[src/rtl/fetch_unit_pkg.sv]
// rtl/fetch_unit_pkg.sv - shared MIPS fetch definitions: widths, NOP, reset PC, fetch states
package fetch_unit_pkg;

    localparam int INSTR_W = 32;
    localparam logic [INSTR_W-1:0] NOP_INSTR = 32'h0000_0000;
    localparam logic [31:0] DEFAULT_RESET_PC = 32'h0000_0000;

    typedef enum logic [1:0] {
        IDLE = 2'd0,
        REQ  = 2'd1,
        WAIT = 2'd2
    } fetch_state_t;

endpackage

[src/rtl/fetch_out_buf.sv]
// rtl/fetch_out_buf.sv - one-entry valid/ready buffer holding {pc, instr} toward IF/ID
module fetch_out_buf
    import fetch_unit_pkg::*;
#(
    parameter int ADDR_W = 32
) (
    input  logic               clk,
    input  logic               rst_n,
    input  logic               fill,
    input  logic               flush,
    input  logic               ready,
    input  logic [ADDR_W-1:0]  in_pc,
    input  logic [INSTR_W-1:0] in_instr,
    output logic               valid,
    output logic [ADDR_W-1:0]  pc,
    output logic [INSTR_W-1:0] instr
);

    // Flush beats fill, fill beats drain; payload only moves on an accepted fill.
    always_ff @(posedge clk or negedge rst_n) begin
        if (!rst_n) begin
            valid <= 1'b0;
            pc    <= '0;
            instr <= NOP_INSTR;
        end else begin
            if (flush) begin
                valid <= 1'b0;
            end else if (fill) begin
                valid <= 1'b1;
            end else if (ready) begin
                valid <= 1'b0;
            end
            if (fill && !flush) begin
                pc    <= in_pc;
                instr <= in_instr;
            end
        end
    end

endmodule

[src/rtl/fetch_unit.sv]
// rtl/fetch_unit.sv - MIPS instruction fetch: PC, single-outstanding imem requests, redirect flush
module fetch_unit
    import fetch_unit_pkg::*;
#(
    parameter int                ADDR_W   = 32,
    parameter logic [ADDR_W-1:0] RESET_PC = ADDR_W'(DEFAULT_RESET_PC)
) (
    input  logic               clk,
    input  logic               rst_n,
    input  logic               redirect_valid,
    input  logic [ADDR_W-1:0]  redirect_pc,
    output logic               imem_req,
    output logic [ADDR_W-1:0]  imem_addr,
    input  logic               imem_gnt,
    input  logic               imem_rvalid,
    input  logic [INSTR_W-1:0] imem_rdata,
    output logic               out_valid,
    input  logic               out_ready,
    output logic [ADDR_W-1:0]  out_pc,
    output logic [INSTR_W-1:0] out_instr
);

    fetch_state_t      state;
    fetch_state_t      state_next;
    logic [ADDR_W-1:0] pc;
    logic [ADDR_W-1:0] req_pc;
    logic [ADDR_W-1:0] redirect_target;
    logic              discard;
    logic              granted;
    logic              fill;

    assign redirect_target = redirect_pc & ~ADDR_W'(3);
    assign granted         = (state == REQ) && imem_gnt;

    always_ff @(posedge clk or negedge rst_n) begin
        if (!rst_n) begin
            state <= IDLE;
        end else begin
            state <= state_next;
        end
    end

    // Only issue once the output buffer is guaranteed to have room for the reply.
    always_comb begin
        state_next = state;
        case (state)
            IDLE:    if (!out_valid || out_ready) state_next = REQ;
            REQ:     if (imem_gnt)                state_next = WAIT;
            WAIT:    if (imem_rvalid)             state_next = IDLE;
            default:                              state_next = IDLE;
        endcase
    end

    always_comb begin
        imem_req  = (state == REQ);
        imem_addr = (state == REQ) ? pc : '0;
        fill      = (state == WAIT) && imem_rvalid && !discard && !redirect_valid;
    end

    // A redirect while a request is in flight marks its response as stale.
    always_ff @(posedge clk or negedge rst_n) begin
        if (!rst_n) begin
            pc      <= RESET_PC;
            req_pc  <= '0;
            discard <= 1'b0;
        end else begin
            if (redirect_valid) begin
                pc <= redirect_target;
            end else if (granted) begin
                pc <= pc + ADDR_W'(4);
            end
            if (granted) begin
                req_pc <= pc;
            end
            if ((state == WAIT) && imem_rvalid) begin
                discard <= 1'b0;
            end else if (redirect_valid && (granted || (state == WAIT))) begin
                discard <= 1'b1;
            end
        end
    end

    fetch_out_buf #(
        .ADDR_W (ADDR_W)
    ) u_out_buf (
        .clk      (clk),
        .rst_n    (rst_n),
        .fill     (fill),
        .flush    (redirect_valid),
        .ready    (out_ready),
        .in_pc    (req_pc),
        .in_instr (imem_rdata),
        .valid    (out_valid),
        .pc       (out_pc),
        .instr    (out_instr)
    );

endmodule

[config.mk]
export PLATFORM = sky130hd
export DESIGN_NAME = fetch_unit
export DESIGN_NICKNAME = d
export VERILOG_FILES = /design/src/rtl/fetch_unit_pkg.sv /design/src/rtl/fetch_out_buf.sv /design/src/rtl/fetch_unit.sv
export SDC_FILE = /design/constraint.sdc
export NUM_CORES = 1
export LEC_CHECK = 0
export ABC_AREA = 1
export CAP_MARGIN = 20
export CORE_MARGIN = 8
export CORE_UTILIZATION = 45
export CTS_BUF_LIST = sky130_fd_sc_hd__clkbuf_8
export CTS_CLUSTER_SIZE = 14
export DETAILED_ROUTE_END_ITERATION = 8
export HOLD_SLACK_MARGIN = 0.08
export PLACE_DENSITY_LB_ADDON = 0.05
export SETUP_SLACK_MARGIN = 0.3
export SLEW_MARGIN = 40
export SYNTH_ARGS = -nofsm -noshare
export SYNTH_HDL_FRONTEND = slang
export SYNTH_SLANG_ARGS = --single-unit
[constraint.sdc]
create_clock -name clk -period 1.3 [get_ports clk]
set_input_delay 0.26 -clock clk [delete_from_list [all_inputs] [get_ports clk]]
set_output_delay 0.26 -clock clk [all_outputs]
set_load 0.02 [all_outputs]
==> results.sh <==
export IMPL_status="finished, violations left"
export IMPL_violations="negative setup slack"
export IMPL_avgSynthCellArea_um2=7.78
export IMPL_synthTopCellsByArea="dfrtp_1 (52%), nand2_1 (17%), nand3_1 (8.6%)"
export IMPL_hold_violations=0
export IMPL_path_cells="buf_4 -> buf_6 -> inv_4 -> nand3_4 -> nor2_4 -> buf_6 -> buf_4 -> buf_8 -> buf_12 -> buf_16 -> nand3_2 -> nand2_1"
export IMPL_ys_ff_latch=126
export IMPL_grt_pass1_wl_um=40500
export IMPL_detailedPlace_worstSlack_ns=-0.414
export IMPL_drive_above_1_share=0.449
export IMPL_cp_arrival_ns=2.26
export IMPL_grt_antenna_before_repair=0
export IMPL_rsz0062_at_grt="yes"
export IMPL_clk_pin_slew_ns=0.08
export IMPL_diodes=0
export IMPL_htreeDepth=4
export IMPL_die_y_um=132
export IMPL_area_delta_synth_final_pct=91.5
export IMPL_fin_crit_ns=1.86
export IMPL_grt_pass1_vias=7411
export IMPL_dp_hpwl_um=14500
export IMPL_yosys_area_top_type_share=0.522
export IMPL_ir_drop_v=0.000993
export IMPL_holdWs_ns=0.214
export IMPL_setup_viol=163
export IMPL_crit_slowest_cell="dfrtp_2"
export IMPL_cts_tree="built"
export IMPL_worstPathRequired_ns=1.70
export IMPL_register_area_um2=3160
export IMPL_fin_util=0.876
export IMPL_synth_edf_count=0
export IMPL_ant_nets=0
export IMPL_leakagePower_nw=5.71
export IMPL_multiInputGateArea_um2=3340
export IMPL_synth_async_reset_ratio=1.00
export IMPL_cts_buffers=17
export IMPL_grt_use_total=0.295
export IMPL_start_util=0.458
export IMPL_synth_top_cell_by_area="dfrtp_1"
export IMPL_dieArea_um2=17400
export IMPL_fin_crit_sh=1.43
export IMPL_yosysUniqueCellTypes=26
export IMPL_finalWeightedCongestion=0.918
export IMPL_cts_root_buf="clkbuf_8"
export IMPL_final_cell_mix="nand2_1 (246), buf_4 (145), dfrtp_1 (123)"
export IMPL_finalNonFillerCells=1322
export IMPL_final_common_cell="nand2_1"
export IMPL_drv_cap=0
export IMPL_finalClockSkew_ns=0.0165
export IMPL_clockBufferDepth=2
export IMPL_syn_area_um2=6040
export IMPL_via_count=7793
export IMPL_layout_nets=1204
export IMPL_path_delay_family="buffers and inverters"
export IMPL_die_x_um=132
export IMPL_synth_seq_area_share=0.522
export IMPL_crit_buf_inv=8
export IMPL_yosysWarnings=0
export IMPL_drt_wl_total_um=32800
export IMPL_ios=168
export IMPL_dp_cells=1183
export IMPL_synth_flop_cell="dfrtp_1"
export IMPL_firstDrtPassIters=5
export IMPL_rows=42
export IMPL_overflow=0
export IMPL_hold_path_class="in2async"
export IMPL_maxSlewViolCount=0
export IMPL_fmax_ghz=0.538
export IMPL_worst_slack_ns=-0.558
export IMPL_worst_setup_path_end_kind="register"
export IMPL_route_detailed_drc=0
export IMPL_clock_sinks=126
export IMPL_powerDensity_nw_per_um2=2000
export IMPL_grt_max_degree=48
export IMPL_fillCellCount=563
export IMPL_crit_path_max_incr_delay_ns=0.44
export IMPL_routed_via_density=5.89
export IMPL_synthCells=776
export IMPL_r2r_start="state[0]"
export IMPL_routedWlPerCell_um=24.8
export IMPL_drt_iter0_drc=903
export IMPL_clock_latency_ns=0.47
export IMPL_startpoint_type="register"
export IMPL_cp_max_fo=6
export IMPL_cp_startpoint="state[0]"
export IMPL_core_area_um2=13200
export IMPL_path_class="reg2reg"
export IMPL_portBuffers=161
[path summary, 6_finish.rpt]
| path | end | slack [ns] | cells past startpoint |
|---|---|---|---|
| setup / recovery | u_out_buf.instr[29] | -0.56 | 12 |
| hold / removal | req_pc[4] | 0.21 | 2 |
| setup reg to reg | u_out_buf.instr[29] | -0.56 | 12 |
| hold reg to reg | req_pc[11] | 0.51 | 2 |
| max in group asynchronous | pc[27] | 0.52 | 3 |
| min in group clk | u_out_buf.instr[2] | 0.36 | 3 |
[kinds of logic after synthesis]
kind of cell,after synthesis,synth area share
simple gates,463,0.326
compound gates,76,0.0667
flops,126,0.522
other cells,1,0.000621
xor+xnor,7,0.0102
buf+inv,102,0.0719
fa+ha+maj,1,0.00207
[cell usage after synthesis (2+ instances only)]
| cell | n |
|---|---|
| buf_2 | 17 |
| o21ai_0 | 49 |
| nor2_4 | 7 |
| buf_4 | 8 |
| inv_2 | 5 |
| nand2_2 | 7 |
| nor2_1 | 64 |
| nor2_2 | 3 |
| o211ai_1 | 2 |
| nand2_1 | 274 |
| buf_1 | 5 |
| xor2_1 | 6 |
| dfrtp_1 | 126 |
| nand3_1 | 104 |
| a21oi_1 | 4 |
| o21bai_1 | 5 |
| inv_1 | 58 |
| clkbuf_1 | 9 |
| nand2_4 | 3 |
| o21ai_1 | 14 |
[flip-flops by register name (all words and copies together) (netlist names)]
name and count:
u_out_buf.valid 1, req_pc 30, u_out_buf.pc 30, state 2, pc 30, u_out_buf.instr 32, discard 1
[cell type report]
cell class / instances / share of cell area
clock buffer: 22 / 0.0262
tap: 176 / 0.0190
timing repair buffer: 373 / 0.360
clock inverter: 10 / 0.00952
multi-input combinational: 552 / 0.289
inverter: 63 / 0.0235
sequential: 126 / 0.273
[what timing repair did]
| action | in CTS | in global routing |
|---|---|---|
| cloned | 23 | 3 |
| hold buffers | 1 | 0 |
| endpoints found under the setup margin | 220 | 220 |
| gates resized for setup | 696 | 83 |
| endpoints found under the hold margin | 126 | 0 |
| setup buffers | 40 | 40 |
| pin swaps | 58 | 31 |
[through the flow]
stage	area (um^2)	power, mW	TNS (ns)
2_1_floorplan	6450	10.3	-0.0114
3_5_place_dp	8910	14.3	-45.66
3_3_place_gp	8910	14.1	-42.84
6_report	11600	23.2	-71.46
4_1_cts	10800	20.7	-52.24
5_1_grt	11600	23.8	-76.42
[power by group]
group	internal, mW	switching (mW)	leakage [nW]
clock network	1.95	1.76	0.220
registers	5.19	1.28	1.63
logic	6.27	6.71	3.86
[metal layers]
metal	global-route usage	up-vias	wire (um)
met5	0	-	0
met3	0.0857	206	3380
met4	0.143	0	2350
met2	0.488	648	15600
li1	-	3182	-
met1	0.345	3757	11500
No activity file was read; power rests on OpenSTA's default activity.
